### config.mk
export PLATFORM = sky130hd
export DESIGN_NAME = pipeline_trace_buffer_flat
export DESIGN_NICKNAME = d
export VERILOG_FILES = /design/src/rtl/pipeline_trace_buffer_if.sv /design/src/rtl/pipeline_trace_buffer.sv /design/src/flat_wrapper.sv
export SDC_FILE = /design/constraint.sdc
export NUM_CORES = 2
export LEC_CHECK = 0
export ABC_AREA = 1
export ABC_CLOCK_PERIOD_IN_PS = 35700
export CAP_MARGIN = 20
export CORE_ASPECT_RATIO = 1.75
export CORE_MARGIN = 2
export CORE_UTILIZATION = 52
export DETAILED_ROUTE_END_ITERATION = 10
export PLACE_DENSITY = 0.7
export SYNTH_ARGS = -nofsm -noshare
export SYNTH_HDL_FRONTEND = slang
export SYNTH_SLANG_ARGS = --single-unit
### constraint.sdc
create_clock -name clk -period 35.7 [get_ports clk]
set_input_delay 3.57 -clock clk [delete_from_list [all_inputs] [get_ports clk]]
set_output_delay 3.57 -clock clk [all_outputs]
set_load 0.02 [all_outputs]
### src/rtl/pipeline_trace_buffer_if.sv
// rtl/pipeline_trace_buffer_if.sv - capture and readout bus bundle for the trace buffer
//
// Purpose: groups the writeback-side info bus and the history readout stream
// so the trace buffer and its consumer share one connection.
// Signals:
//   info_in / info_valid : packed record and its retired-instruction qualifier
//   rd_valid / rd_ready  : readout handshake
//   rd_data              : record at the readout pointer
// Modports: master drives the info bus and rd_ready; slave is the trace buffer.
interface pipeline_trace_buffer_if #(
  parameter int INFO_W = 256
);
  logic [INFO_W-1:0] info_in;
  logic              info_valid;
  logic              rd_valid;
  logic              rd_ready;
  logic [INFO_W-1:0] rd_data;

  modport master (
    output info_in,
    output info_valid,
    output rd_ready,
    input  rd_valid,
    input  rd_data
  );

  modport slave (
    input  info_in,
    input  info_valid,
    input  rd_ready,
    output rd_valid,
    output rd_data
  );
endinterface

### src/rtl/pipeline_trace_buffer.sv
// rtl/pipeline_trace_buffer.sv - triggered circular history of pipeline info records
//
// Purpose: captures retired-instruction records into a circular buffer while
// armed, triggers on a PC match or an external strobe, keeps POST_TRIG more
// records, then freezes and streams the history out oldest-first.
// Ports:
//   clk, reset  : clock and asynchronous active-low reset
//   arm         : start or restart a capture (wins over everything else)
//   trig_en/pc  : PC-match trigger enable and value
//   ext_trig    : external trigger strobe, only honoured with a valid record
//   bus         : info capture input and readout stream (slave modport)
//   trig_idx    : readout position of the trigger record
//   count       : records held (saturates at DEPTH)
//   overflow    : older records were overwritten
//   state       : 0=IDLE 1=ARMED 2=POST 3=DONE
module pipeline_trace_buffer #(
  parameter int INFO_W    = 256,
  parameter int DEPTH     = 16,
  parameter int POST_TRIG = 4,
  parameter int PC_LSB    = 32
) (
  input  logic                       clk,
  input  logic                       reset,
  input  logic                       arm,
  input  logic                       trig_en,
  input  logic [31:0]                trig_pc,
  input  logic                       ext_trig,
  pipeline_trace_buffer_if.slave     bus,
  output logic [$clog2(DEPTH)-1:0]   trig_idx,
  output logic [$clog2(DEPTH):0]     count,
  output logic                       overflow,
  output logic [1:0]                 state
);
  localparam int AW = $clog2(DEPTH);
  localparam int CW = AW + 1;

  typedef enum logic [1:0] {
    S_IDLE  = 2'd0,
    S_ARMED = 2'd1,
    S_POST  = 2'd2,
    S_DONE  = 2'd3
  } state_e;

  state_e            state_q, state_d;
  logic [INFO_W-1:0] mem_q [DEPTH];
  logic [AW-1:0]     wr_ptr_q, wr_ptr_d;
  logic [AW-1:0]     rd_ptr_q, rd_ptr_d;
  logic [AW-1:0]     post_cnt_q, post_cnt_d;
  logic [AW-1:0]     trig_idx_q, trig_idx_d;
  logic [CW-1:0]     count_q, count_d;
  logic [CW-1:0]     remaining_q, remaining_d;
  logic              overflow_q, overflow_d;
  logic              capture, pc_hit, trigger, rd_fire;

  // arm suppresses the capture on its own edge so a restart starts empty.
  assign capture = !arm && bus.info_valid && (state_q == S_ARMED || state_q == S_POST);
  assign pc_hit  = trig_en && (bus.info_in[PC_LSB +: 32] == trig_pc);
  assign trigger = capture && (state_q == S_ARMED) && (ext_trig || pc_hit);

  assign bus.rd_valid = (state_q == S_DONE) && (remaining_q != '0);
  assign bus.rd_data  = mem_q[rd_ptr_q];
  assign rd_fire      = bus.rd_valid && bus.rd_ready;

  always_comb begin
    state_d     = state_q;
    wr_ptr_d    = wr_ptr_q;
    rd_ptr_d    = rd_ptr_q;
    post_cnt_d  = post_cnt_q;
    trig_idx_d  = trig_idx_q;
    count_d     = count_q;
    remaining_d = remaining_q;
    overflow_d  = overflow_q;

    if (arm) begin
      state_d     = S_ARMED;
      wr_ptr_d    = '0;
      rd_ptr_d    = '0;
      post_cnt_d  = '0;
      trig_idx_d  = '0;
      count_d     = '0;
      remaining_d = '0;
      overflow_d  = 1'b0;
    end else begin
      if (capture) begin
        wr_ptr_d = wr_ptr_q + 1'b1;
        if (count_q == CW'(DEPTH)) begin
          overflow_d = 1'b1;
        end else begin
          count_d = count_q + 1'b1;
        end
      end

      case (state_q)
        S_ARMED: begin
          if (trigger) begin
            if (POST_TRIG == 0) begin
              state_d = S_DONE;
            end else begin
              state_d    = S_POST;
              post_cnt_d = AW'(POST_TRIG);
            end
          end
        end
        S_POST: begin
          if (capture) begin
            post_cnt_d = post_cnt_q - 1'b1;
            if (post_cnt_q == AW'(1)) begin
              state_d = S_DONE;
            end
          end
        end
        S_DONE: begin
          if (rd_fire) begin
            rd_ptr_d    = rd_ptr_q + 1'b1;
            remaining_d = remaining_q - 1'b1;
            if (remaining_q == CW'(1)) begin
              state_d = S_IDLE;
            end
          end
        end
        default: begin
        end
      endcase

      // Freeze point: the oldest surviving record sits count entries behind
      // the post-capture write pointer; a full buffer wraps to wr_ptr itself.
      if (state_d == S_DONE && state_q != S_DONE) begin
        rd_ptr_d    = wr_ptr_d - count_d[AW-1:0];
        remaining_d = count_d;
        trig_idx_d  = AW'(count_d - CW'(1) - CW'(POST_TRIG));
      end
    end
  end

  always_ff @(posedge clk or negedge reset) begin
    if (!reset) begin
      state_q     <= S_IDLE;
      wr_ptr_q    <= '0;
      rd_ptr_q    <= '0;
      post_cnt_q  <= '0;
      trig_idx_q  <= '0;
      count_q     <= '0;
      remaining_q <= '0;
      overflow_q  <= 1'b0;
    end else begin
      state_q     <= state_d;
      wr_ptr_q    <= wr_ptr_d;
      rd_ptr_q    <= rd_ptr_d;
      post_cnt_q  <= post_cnt_d;
      trig_idx_q  <= trig_idx_d;
      count_q     <= count_d;
      remaining_q <= remaining_d;
      overflow_q  <= overflow_d;
    end
  end

  // History storage needs no reset; stale contents are never read out.
  always_ff @(posedge clk) begin
    if (capture) begin
      mem_q[wr_ptr_q] <= bus.info_in;
    end
  end

  assign trig_idx = trig_idx_q;
  assign count    = count_q;
  assign overflow = overflow_q;
  assign state    = state_q;
endmodule

### src/flat_wrapper.sv
// flat-port wrapper written by rule: the top's interface ports become plain ports
module pipeline_trace_buffer_flat 
#(
  parameter int INFO_W    = 256,
  parameter int DEPTH     = 16,
  parameter int POST_TRIG = 4,
  parameter int PC_LSB    = 32
)
  (clk, reset, arm, trig_en, trig_pc, ext_trig, trig_idx, count, overflow, state, bus_info_in, bus_info_valid, bus_rd_ready, bus_rd_valid, bus_rd_data);
  pipeline_trace_buffer_if #(.INFO_W(INFO_W)) bus_i ();
  input  logic clk;
  input  logic reset;
  input  logic arm;
  input  logic trig_en;
  input  logic [31:0] trig_pc;
  input  logic ext_trig;
  output logic [$clog2(DEPTH)-1:0] trig_idx;
  output logic [$clog2(DEPTH):0] count;
  output logic overflow;
  output logic [1:0] state;
  input wire logic [$bits(bus_i.info_in)-1:0] bus_info_in;
  input wire logic [$bits(bus_i.info_valid)-1:0] bus_info_valid;
  input wire logic [$bits(bus_i.rd_ready)-1:0] bus_rd_ready;
  output wire logic [$bits(bus_i.rd_valid)-1:0] bus_rd_valid;
  output wire logic [$bits(bus_i.rd_data)-1:0] bus_rd_data;
  assign bus_i.info_in = bus_info_in;
  assign bus_i.info_valid = bus_info_valid;
  assign bus_i.rd_ready = bus_rd_ready;
  assign bus_rd_valid = bus_i.rd_valid;
  assign bus_rd_data = bus_i.rd_data;
  pipeline_trace_buffer #(.INFO_W(INFO_W), .DEPTH(DEPTH), .POST_TRIG(POST_TRIG), .PC_LSB(PC_LSB)) u_core (.clk(clk), .reset(reset), .arm(arm), .trig_en(trig_en), .trig_pc(trig_pc), .ext_trig(ext_trig), .bus(bus_i), .trig_idx(trig_idx), .count(count), .overflow(overflow), .state(state));
endmodule
==> summary.md <==
| Metric | Value |
|---|---|
| Antenna viol nets, final | 0 |
| Final hold vios | 0 |
| Worst Path Required | ~32000 ps |
| Tot GR Track Use | between 20% and 30% |
| CP arrival | approximately 8600 ps |
| Max-slew violation count | 0 |
| Syn avg cell area | between 10 and 15 um2 |
| Worst Tran Pin Value | around 1400 ps |
| DRT iter0 DRCs | 12279 |
| Leakage | 0.0584 uW |
| Commonest non-fill, non-tap cell in the layout | edfxtp_1 |
| Synth area leaders | edfxtp_1 77%, nand2_1 5.4%, o21ai_0 3.2%, nand3_1 2.9%, nor2_1 2.5% |
| Kind of critical path | reg2out |
| Port Buffers | ~560 |
| Worst r2r src | u_core.state[1]$_DFF_PN0_ |
| Number of synthesized flops with an enable pin | 4096 |
| Global-route wire length before repair | roughly 650000 um |
| Hold Path Class | reg2reg |
| Initial antenna violation count | 77 |
| Yosys cell types | 44 |
| Max Cap Viol | 0 |
| Worst-case clock skew | just over 60 ps |
| DR pass1 iterations | 7 |
| Yosys top cell area share | approximately 77% |
| Sw frac | ~30% |
| Outcome | complete, no violations |
| VDD IR-drop max | around 60 uV |
| Top_reg_cell synth | edfxtp_1 |
| Sequential fraction of the synthesis area | approximately 78% |
| Area delta synth->final | 13.0% |
| Synth Register Bits | 4125 |
| CP endpoint | bus_rd_data[147] |
| Ys async rst share | 0.703% |
| TritonCTS clock tree | yes |
| CTS resizes | 0 |
| Crit-path max FO | between 150 and 200 |
| Fillers | around 23000 |
| Power Total | around 12000 uW |
| Num CTS Buffers | 359 |
| CTS max path bufs | 4 |
| Worst-Skew Late Latency | 950 ps |
| Clock power frac | 31.9% |
| Cell Rows | about 270 |
| Die Y | ~740 um |
| Sum of negative setup slack | 0 ps |
| Root Buffer | clkbuf_16 |
| Dpl hpwl | 226000 um |
| Vias per cell | approximately 6.3 |
| Ys Warns | 0 |
| Max-slew headroom | 5.83% |
| Final setup violation count | 0 |
| Peak Freq | 82.5 MHz |
| Clk pin slew, worst setup/hold paths | ~60 ps |
| Overflow left after global routing | 0 |
| Min Tclk post-route | around 12000 ps |
| Length in cells of the worst reg-to-reg path | 10 |
| Sw power | around 3600 uW |
| Finished Core Util | 59.1% |
| Worst slack, placed | between 20000 and 25000 ps |
| Die width | between 400 and 500 um |
| Syn nets | between 10000 and 15000 |
| Clock sink total | ~4100 |
| Reg power frac | 45.4% |
| Critical Path Start | u_core.rd_ptr_q[0]$_DFFE_PN0P_ |
| Startpoint Class | flip-flop |
| Cell taking the most area after synthesis | edfxtp_1 |
| Internal Power | ~8400 uW |
| Setup ws final | ~24000 ps |
| R2r setup slk | just under 30000 ps |
| Hold_buf cts | 0 |
| Initial Utilization | 52.3% |
| R2R Path End | u_core.mem_q[9][136]$_DFFE_PP_ |
| # DRC | 0 |
| Post-Syn Area | around 160000 um2 |
| Unrepaired setup endpoints after global routing | no |
| Combinational power share | between 20% and 30% |
| Io pins | between 500 and 600 |
| CP endpoint kind | output port |
| Via Count | around 100k |
| Setup Buffers After CTS | 0 |
| Post-Synthesis Cells | about 12000 |
| Number of global-route vias before repair | around 100k |
| Layout cell share with drive strength beyond 1 | roughly 6.0% |
| Cell Pwr Density | 66.8 nW/um2 |
| Core Footprint | between 300000 and 400000 um2 |
| Die ar. | between 300000 and 400000 um2 |
| Routed length per placed instance | between 20 and 30 um |
| Routed Wire Length | about 450000 um |
| Most frequent cells in the layout | 4096 x edfxtp_1, 2294 x nand2_1, 1058 x nor2_1 |
| Htree depth | 5 |
| Gp weighted congestion | 0.804 |
| Final Cycle Share | 34.0% |
| Largest net degree at the start of global routing | around 240 |
| Layout Nets | roughly 12000 |
| Hold WS | a little under 500 ps |
-- worst min-delay path by stage --
stage,from,depth (start not counted),to
floorplan,u_core.post_cnt_q[1]$_DFFE_PN0P_,2,u_core.post_cnt_q[1]$_DFFE_PN0P_
global placement,u_core.post_cnt_q[1]$_DFFE_PN0P_,2,u_core.post_cnt_q[1]$_DFFE_PN0P_
detailed placement,u_core.post_cnt_q[1]$_DFFE_PN0P_,2,u_core.post_cnt_q[1]$_DFFE_PN0P_
CTS,u_core.post_cnt_q[1]$_DFFE_PN0P_,2,u_core.post_cnt_q[1]$_DFFE_PN0P_
global route,u_core.post_cnt_q[1]$_DFFE_PN0P_,2,u_core.post_cnt_q[1]$_DFFE_PN0P_
finish,u_core.post_cnt_q[1]$_DFFE_PN0P_,2,u_core.post_cnt_q[1]$_DFFE_PN0P_
-- worst max-delay path: stages, from the launching register on --
cell,delay [ps]
dfrtp_4,860
inv_8,700
buf_4,950
buf_4,860
buf_4,890
buf_4,770
buf_4,710
o21ai_0,190
o221ai_1,200
nand4_1,120
nand2_1,270
clkdlybuf4s50_1,660
-- per-stage QoR --
step	std cells	instance area (um2)
floorplan	11649	159000
global placement	15654	168000
detailed placement	15655	169000
CTS	16289	180000
global route	16321	180000
finish	16333	180000
-- power by group through the flow --
| stage | combinational, uW | sequential, uW | clock [uW] |
|---|---|---|---|
| floorplan | 1520 | 5580 | 0 |
| global placement | 2650 | 5560 | 0 |
| detailed placement | 2710 | 5570 | 0 |
| CTS | 2720 | 5460 | 3870 |
| global route | 2920 | 5470 | 4050 |
| finish | 2730 | 5470 | 3840 |
-- routing by layer --
metal	wire, um	track usage [%]	vias up
li1	-	-	44075
met1	164000	35.5	51443
met2	220000	46.8	5577
met3	42600	5.03	1030
met4	19200	12.8	48
met5	299	0	-
-- cell families (layout without fill, tap and decap cells) --
group / after synthesis / in the layout / synth area share [%]
AO/OA/AOI/OAI: 1812 / 1812 / 6.97
XOR/XNOR: 27 / 27 / 0.148
adder cells (fa/ha/maj): 21 / 21 / 0.170
buffers and inverters: 887 / 1482 / 2.26
flip-flops: 4125 / 4125 / 77.7
multiplexers: 1 / 1 / 0.00628
other: 0 / 39 / 0
AND/OR/NAND/NOR: 4776 / 4776 / 12.8
-- area by class of cell --
type,instances,area (um2),share of cell area [%]
flip-flops and latches,4125,124000,68.7
multi-input cells,6637,32100,17.8
clock buffers,445,9520,5.29
repair buffers,760,7330,4.07
well taps,4050,5070,2.81
clock inverters,189,1830,1.02
inverters,88,373,0.207
diodes,39,97.6,0.0542
-- flip-flops by register name, summed over array words and instances (netlist names) --
name / cells
u_core.mem_q: 4096
u_core.count: 5
u_core.remaining_q: 5
u_core.post_cnt_q: 4
u_core.rd_ptr_q: 4
u_core.trig_idx: 4
u_core.wr_ptr_q: 4
u_core.state: 2
u_core.overflow: 1
-- cell usage after synthesis, drive strengths merged, types with 3 or more instances --
cell type	n
edfxtp	4096
nand2	2300
o21ai	1097
nor2	1079
nand3	926
clkbuf	569
nand4	464
o221ai	449
buf	230
a21oi	133
inv	86
o22ai	65
a221oi	63
dfrtp	29
ha	20
xor2	14
xnor2	13
nor3	3
o31ai	3
Note: power is estimated with default switching activity, not from simulation.
